### config.mk
export PLATFORM = sky130hd
export DESIGN_NAME = board_mem_arbiter
export DESIGN_NICKNAME = d
export VERILOG_FILES = /design/src/rtl/board_mem_arbiter.sv
export SDC_FILE = /design/constraint.sdc
export NUM_CORES = 1
export LEC_CHECK = 0
export CORE_ASPECT_RATIO = 1.5
export CORE_MARGIN = 2
export CORE_UTILIZATION = 40
export CTS_BUF_LIST = sky130_fd_sc_hd__clkbuf_16
export CTS_CLUSTER_DIAMETER = 200
export DETAILED_ROUTE_END_ITERATION = 6
export PLACE_DENSITY_LB_ADDON = 0.25
export SYNTH_ARGS = -nofsm -noshare
export SYNTH_HDL_FRONTEND = slang
export SYNTH_SLANG_ARGS = --single-unit
### constraint.sdc
create_clock -name iVGA_CLK -period 1.91 [get_ports iVGA_CLK]
set_input_delay 0.4775 -clock iVGA_CLK [delete_from_list [all_inputs] [get_ports iVGA_CLK]]
set_output_delay 0.4775 -clock iVGA_CLK [all_outputs]
set_load 0.02 [all_outputs]
### src/rtl/board_mem_arbiter.sv
// Board RAM arbiter: shares one synchronous-read RAM port between the VGA
// board fetcher (priority, fully pipelined reads) and a CPU that can preempt
// VGA after waiting STARVE_MAX cycles. Grant is decided combinationally in
// the request cycle and issued on registered mem_* outputs one cycle later.
module board_mem_arbiter #(
    parameter int STARVE_MAX = 8
) (
    input  logic        iVGA_CLK,
    input  logic        iRST_n,
    input  logic        vga_req,
    input  logic [11:0] vga_addr,
    output logic [31:0] vga_data,
    output logic        vga_valid,
    output logic        vga_drop,
    input  logic        cpu_req,
    input  logic        cpu_we,
    input  logic [11:0] cpu_addr,
    input  logic [31:0] cpu_wdata,
    output logic        cpu_ack,
    output logic [31:0] cpu_rdata,
    output logic [11:0] mem_addr,
    output logic        mem_we,
    output logic [31:0] mem_wdata,
    input  logic [31:0] mem_rdata,
    output logic [15:0] drop_count
);

    localparam logic [7:0] STARVE_LIM = 8'(STARVE_MAX);

    typedef enum logic [1:0] {
        IDLE = 2'd0,
        WAIT = 2'd1,
        BUSY = 2'd2
    } cpuState_t;

    cpuState_t  cpuState, cpuStateNext;
    logic [7:0] waitCnt, waitCntNext;
    logic       cpuPending;
    logic       starved;
    logic       grantCpu;
    logic       grantVga;
    logic       dropNow;

    // Pipeline tags: stage 1 = address on mem_*, stage 2 = mem_rdata valid.
    logic       s1Vga, s1CpuRd, s1CpuWr;
    logic       s2Vga, s2CpuRd;

    // Arbitration, CPU next state and starvation counter for this cycle.
    always_comb begin
        // NOTE: every signal written here gets a default first, so no path
        // through the case/if tree can leave one unassigned and infer a latch.
        cpuStateNext = cpuState;
        waitCntNext  = waitCnt;

        cpuPending = (cpuState == WAIT) || ((cpuState == IDLE) && cpu_req);
        starved    = (waitCnt == STARVE_LIM);
        grantCpu   = cpuPending && (!vga_req || starved);
        grantVga   = vga_req && !grantCpu;
        dropNow    = vga_req && grantCpu;

        unique case (cpuState)
            IDLE: begin
                if (grantCpu)     cpuStateNext = BUSY;
                else if (cpu_req) cpuStateNext = WAIT;
            end
            WAIT: begin
                if (grantCpu) cpuStateNext = BUSY;
            end
            BUSY: begin
                if (cpu_ack) cpuStateNext = IDLE;
            end
            default: cpuStateNext = IDLE;
        endcase

        if (grantCpu)
            waitCntNext = 8'd0;
        else if (cpuPending && !starved)
            waitCntNext = waitCnt + 8'd1;
    end

    // CPU FSM state and starvation counter registers.
    always_ff @(posedge iVGA_CLK or negedge iRST_n) begin
        if (!iRST_n) begin
            cpuState <= IDLE;
            waitCnt  <= 8'd0;
        end else begin
            // NOTE: sequential state uses non-blocking assignments so every
            // register samples pre-edge values regardless of statement order.
            cpuState <= cpuStateNext;
            waitCnt  <= waitCntNext;
        end
    end

    // RAM command issue: registered address/write strobe for the granted side.
    always_ff @(posedge iVGA_CLK or negedge iRST_n) begin
        if (!iRST_n) begin
            mem_addr  <= 12'd0;
            mem_we    <= 1'b0;
            mem_wdata <= 32'd0;
        end else begin
            mem_we <= grantCpu && cpu_we;
            if (grantCpu) begin
                mem_addr  <= cpu_addr;
                mem_wdata <= cpu_wdata;
            end else if (grantVga) begin
                mem_addr <= vga_addr;
            end
        end
    end

    // Read-return pipeline tags following each issued command.
    always_ff @(posedge iVGA_CLK or negedge iRST_n) begin
        if (!iRST_n) begin
            s1Vga   <= 1'b0;
            s1CpuRd <= 1'b0;
            s1CpuWr <= 1'b0;
            s2Vga   <= 1'b0;
            s2CpuRd <= 1'b0;
        end else begin
            s1Vga   <= grantVga;
            s1CpuRd <= grantCpu && !cpu_we;
            s1CpuWr <= grantCpu && cpu_we;
            s2Vga   <= s1Vga;
            s2CpuRd <= s1CpuRd;
        end
    end

    // Response outputs: data registers hold between completion pulses.
    always_ff @(posedge iVGA_CLK or negedge iRST_n) begin
        if (!iRST_n) begin
            vga_valid <= 1'b0;
            vga_data  <= 32'd0;
            cpu_ack   <= 1'b0;
            cpu_rdata <= 32'd0;
        end else begin
            vga_valid <= s2Vga;
            cpu_ack   <= s1CpuWr || s2CpuRd;
            if (s2Vga)   vga_data  <= mem_rdata;
            if (s2CpuRd) cpu_rdata <= mem_rdata;
        end
    end

    // Preemption pulse and saturating drop counter.
    always_ff @(posedge iVGA_CLK or negedge iRST_n) begin
        if (!iRST_n) begin
            vga_drop   <= 1'b0;
            drop_count <= 16'd0;
        end else begin
            vga_drop <= dropNow;
            if (dropNow && (drop_count != 16'hFFFF))
                drop_count <= drop_count + 16'd1;
        end
    end

endmodule

# Word level (Yosys, flattened, before mapping)
# Cells that the tools add are included.
# op_classes
mux	9
reduce_logical	19
add_sub_neg	2
n_eq_ne	7
# ops
cell	count
2-to-1 mux 12 bit	2
adder 16 x 1 -> 16 bit, second input constant	1
2-to-1 mux 8 bit	2
!= test 16 bit, second input constant	1
adder 8 x 1 -> 8 bit, second input constant	1
equality test 8 x 4 -> 1 bit, second input constant	1
logical AND 1 bit	8
2-to-1 mux 2 bit	4
case mux 2 bit (3 select lines)	1
zero test 1 bit	4
!= test 2 bit, second input constant	2
nonzero test 2 bit	2
logical OR 1 bit	3
!= test 3 bit, second input constant	1
AND reduction 3 bit	1
equality test 2 x 1 -> 1 bit, second input constant	1
equality test 2 bit, second input constant	1
zero test 2 bit	1
# totals
input_bits	93
out_inout_bits	128
word_cells	52
register_bits	142

# Logic depth before layout (Yosys ltp)
# depth
depth_word	8
ltp_mapped	8

# Worst setup path before layout
# OpenSTA, ideal clock, no wires.
# synth_path
kind	reg2reg
from	reg waitCnt[0]
to	reg mem_wdata[3]
n_path_buf	2
setup_slack_ns	0.121
arrival_ns	1.661
synth_period_minus_slack_ns	1.789
setup_time_ns	0.127
path_stages_with_launch	9
path_cell_list	dfrtp_1 > inv_1 > ha_1 > and3b_1 > nand2_2 > a21oi_2 > buf_6 > buf_6 > mux2_1
# synth_via
elab_chain_len	3
# synth_lines
element	line_no	text
from (decl)	37	logic [7:0] waitCnt, waitCntNext;
from (signal assigned)	90	waitCnt <= waitCntNext;
equality test 8 x 4 -> 1 bit	56	starved = (waitCnt == STARVE_LIM);
logical OR 1 bit	57	grantCpu = cpuPending && (!vga_req || starved);
logical AND 1 bit	57	
to (signal assigned)	104	mem_wdata <= cpu_wdata;
to (decl)	23	output logic [31:0] mem_wdata,
# Every way passes these cells.
# A chain may end at the register's enable or synchronous reset.

# Worst setup path in the final report
# layout_path
from	reg vga_data[17]
to	out vga_data[17]
# layout_lines
element	line_no	text
from (decl)	12	output logic [31:0] vga_data,
from (signal assigned)	138	if (s2Vga) vga_data <= mem_rdata;
# No word-level cell between the ends.

==> impl_metrics.json <==
{
  "status": "finished clean",
  "ys.flop_type": "dfrtp_1",
  "drv_slew": 0,
  "hpwl_um": 10500,
  "period_needed_ps": 1860,
  "regArea_um2": 3550,
  "r2r-start": "waitCnt[7]",
  "drtPass1Iterations": 4,
  "cts_htree_levels": 4,
  "max_freq_mhz": 537,
  "antennaDiodeCount": 0,
  "wirelength_um": 14300,
  "dieWidth_um": 101,
  "synth_top_family_by_area": "multiplexers",
  "setup_ws_ps": 46.6,
  "skew_ps": 10.1,
  "yosysSeqAreaShare": 0.626,
  "dieArea_um2": 15200,
  "vdd_ir_drop_max_mv": 0.636,
  "cp.required_ps": 1430,
  "ff2ff_path_depth": 6,
  "ys_types": 33,
  "cts_tree": "built",
  "num_vias": 4285,
  "synthCells": 423,
  "clock-sinks": 142,
  "grt_pass1_vias": 4539,
  "slew_headroom": 0.681,
  "synth-compound-area-share": 0.0227,
  "synth_area_per_cell_um2": 13.4,
  "antenna_found_initial": 0,
  "path_clk_slew_ps": 60,
  "ios": 221,
  "grt_use_total": 0.185,
  "end_kind": "output pin",
  "clockBufferDepth": 2,
  "nFillCells": 1114,
  "worstSetupPathType": "register to output pin",
  "synth_xor_area_frac": 0.0309,
  "synth_edf_count": 0,
  "pre_cts_slack_ps": -246,
  "synth_nets": 519,
  "power_density_nw_per_um2": 1350,
  "globalplace.congestion": 0.792,
  "multiInputGateArea_um2": 2010,
  "drt_iter0_markers": 113,
  "die_h_um": 150,
  "viasPerCell": 5.01,
  "drive_above_1_share": 0.241,
  "finalPower_mw": 12.1,
  "row_count": 53,
  "cp_num_buf_inv": 1,
  "yosysMostFrequentCell": "dfrtp_1",
  "grt-ovfl-total": 0,
  "synth_area_um2": 5680,
  "arrival_ps": 1390,
  "worstMarginPinSlew_ps": 478,
  "drc": 0,
  "core_um2": 13900,
  "grt_pass1_wl_um": 22000,
  "start_kind": "register",
  "clk_latency_ps": 400,
  "post-route-period-util": 0.976,
  "holdWs_ps": 15.2,
  "root_buffer": "clkbuf_16",
  "rsz0062_at_grt": "yes",
  "detail-route-antenna-nets": 0,
  "start_util": 0.408,
  "muxShareOfSynthArea": 0.194,
  "ff2ff_setup_slack_ps": 70,
  "cts_buffers": 17,
  "cts_hold_buffers": 0,
  "r2r_end": "mem_wdata[28]",
  "yosys.area.top_type": "dfrtp_1",
  "ys_seq_elements": 142,
  "ys_warn_count": 0,
  "hold_violations": 0,
  "power.leakage_nw": 3.97,
  "crit_path_max_incr_delay_ps": 630,
  "fin_nets": 773,
  "finalSetupViolCount": 0,
  "grt_max_degree": 50,
  "crit_chain": "clkdlybuf4s50_1",
  "port_buffers": 220,
  "synthTopCellsByArea": "dfrtp_1 (63%), mux2_2 (18%), nor2_1 (4.7%)",
  "async_flop_share": 1.00,
  "synth_top_area_frac": 0.626,
  "cap_viol_max_count": 0,
  "hold_path_class": "primary input to async pin",
  "synth-simple-area-share": 0.0967,
  "synth_commonest_cells": "dfrtp_1 (142), mux2_2 (90), nor2_1 (71)",
  "wire_per_inst_um": 16.7,
  "crit_family": "buffers and inverters",
  "tns_ps": 0,
  "synthAdderAreaFrac": 0.00661,
  "crit_fanout": 2,
  "cp_slowest_cell": "clkdlybuf4s50_1",
  "fin_util": 0.643,
  "syn_to_final_growth_pct": 57.8
}
==> sequential cells by signal, summed over array words and instances (netlist names) <==
register and flops:
cpu_rdata 32, mem_wdata 32, vga_data 32, drop_count 16
mem_addr 12, waitCnt 8, cpuState 2, cpu_ack 1
s1CpuRd 1, s1CpuWr 1, s1Vga 1, s2CpuRd 1
s2Vga 1, vga_drop 1, vga_valid 1
==> stage by stage <==
step	area (µm²)	instances
after floorplan	5680	423
after global placement	8270	816
after detailed placement	8270	816
after CTS	8810	848
after global routing	8960	855
final	8960	855
==> worst max-delay path by stage <==
stage	cells past startpoint	end	startpoint	slack (ps)
floorplan	8	mem_wdata[3]	waitCnt[0]	120
global placement	7	drop_count[13]	cpu_req	-200
detailed placement	7	drop_count[13]	cpu_req	-250
CTS	7	mem_wdata[0]	waitCnt[0]	1
global route	6	mem_wdata[27]	waitCnt[7]	-10
finish	1	vga_data[17]	vga_data[17]	50
==> report_power, final <==
part           internal [mW]  total (mW)  switching, mW  leakage [nW]
registers               3.89        4.34          0.449          1.73
logic                   2.48        4.62           2.14          1.98
clock network           1.81        3.13           1.32         0.264
==> kinds of logic (layout without fill, tap and decap cells) <==
family                   Yosys count  in the layout
AND/OR/NAND/NOR                  116            116
multiplexers                      98             98
XOR/XNOR                          20             20
flip-flops                       142            142
adder cells (fa/ha/maj)            3              3
buffers and inverters             25            292
AO/OA/AOI/OAI                     19             19
==> worst register-to-register path, stage by stage, from the launching register on <==
cell and delay [ps]:
dfrtp_1 410, nor4_4 380, nand2_2 140, a21oi_4 160, buf_12 150, clkbuf_16 160
mux2_2 330
==> metal layers <==
metal	routed length, µm	vias up	GRT usage
met5	0	-	0
met4	240	0	0.0642
met1	5270	2138	0.204
li1	-	1976	-
met2	7940	153	0.342
met3	828	18	0.0416
==> layout make-up <==
class | count | area share
sequential | 142 | 0.397
clock buffer | 17 | 0.0475
multi-input combinational | 256 | 0.224
tap | 165 | 0.0230
inverter | 5 | 0.00209
timing repair buffer | 255 | 0.291
clock inverter | 15 | 0.0155
==> placed cells by master (no fill, tap or decap), types with 7 or more instances in the layout <==
cell type        count
dlymetal6s2s_1       9
buf_12               7
mux2_1               8
dfrtp_1            142
clkbuf_16           20
dlygate4sd2_1       16
mux2_2              90
buf_4               25
nor2_1              71
clkdlybuf4s50_1    194
nand4_1             14
xnor2_1             14
nand2_1             12
o22ai_1             12
==> repair_timing <==
item                                    4_1_cts  5_1_grt
endpoints found under the setup margin       16       45
setup buffers                                 0        4
gates cloned                                  0        3
pin swaps                                     0        4
resized for setup                            16       12
Power figures use the tool's default switching activity.
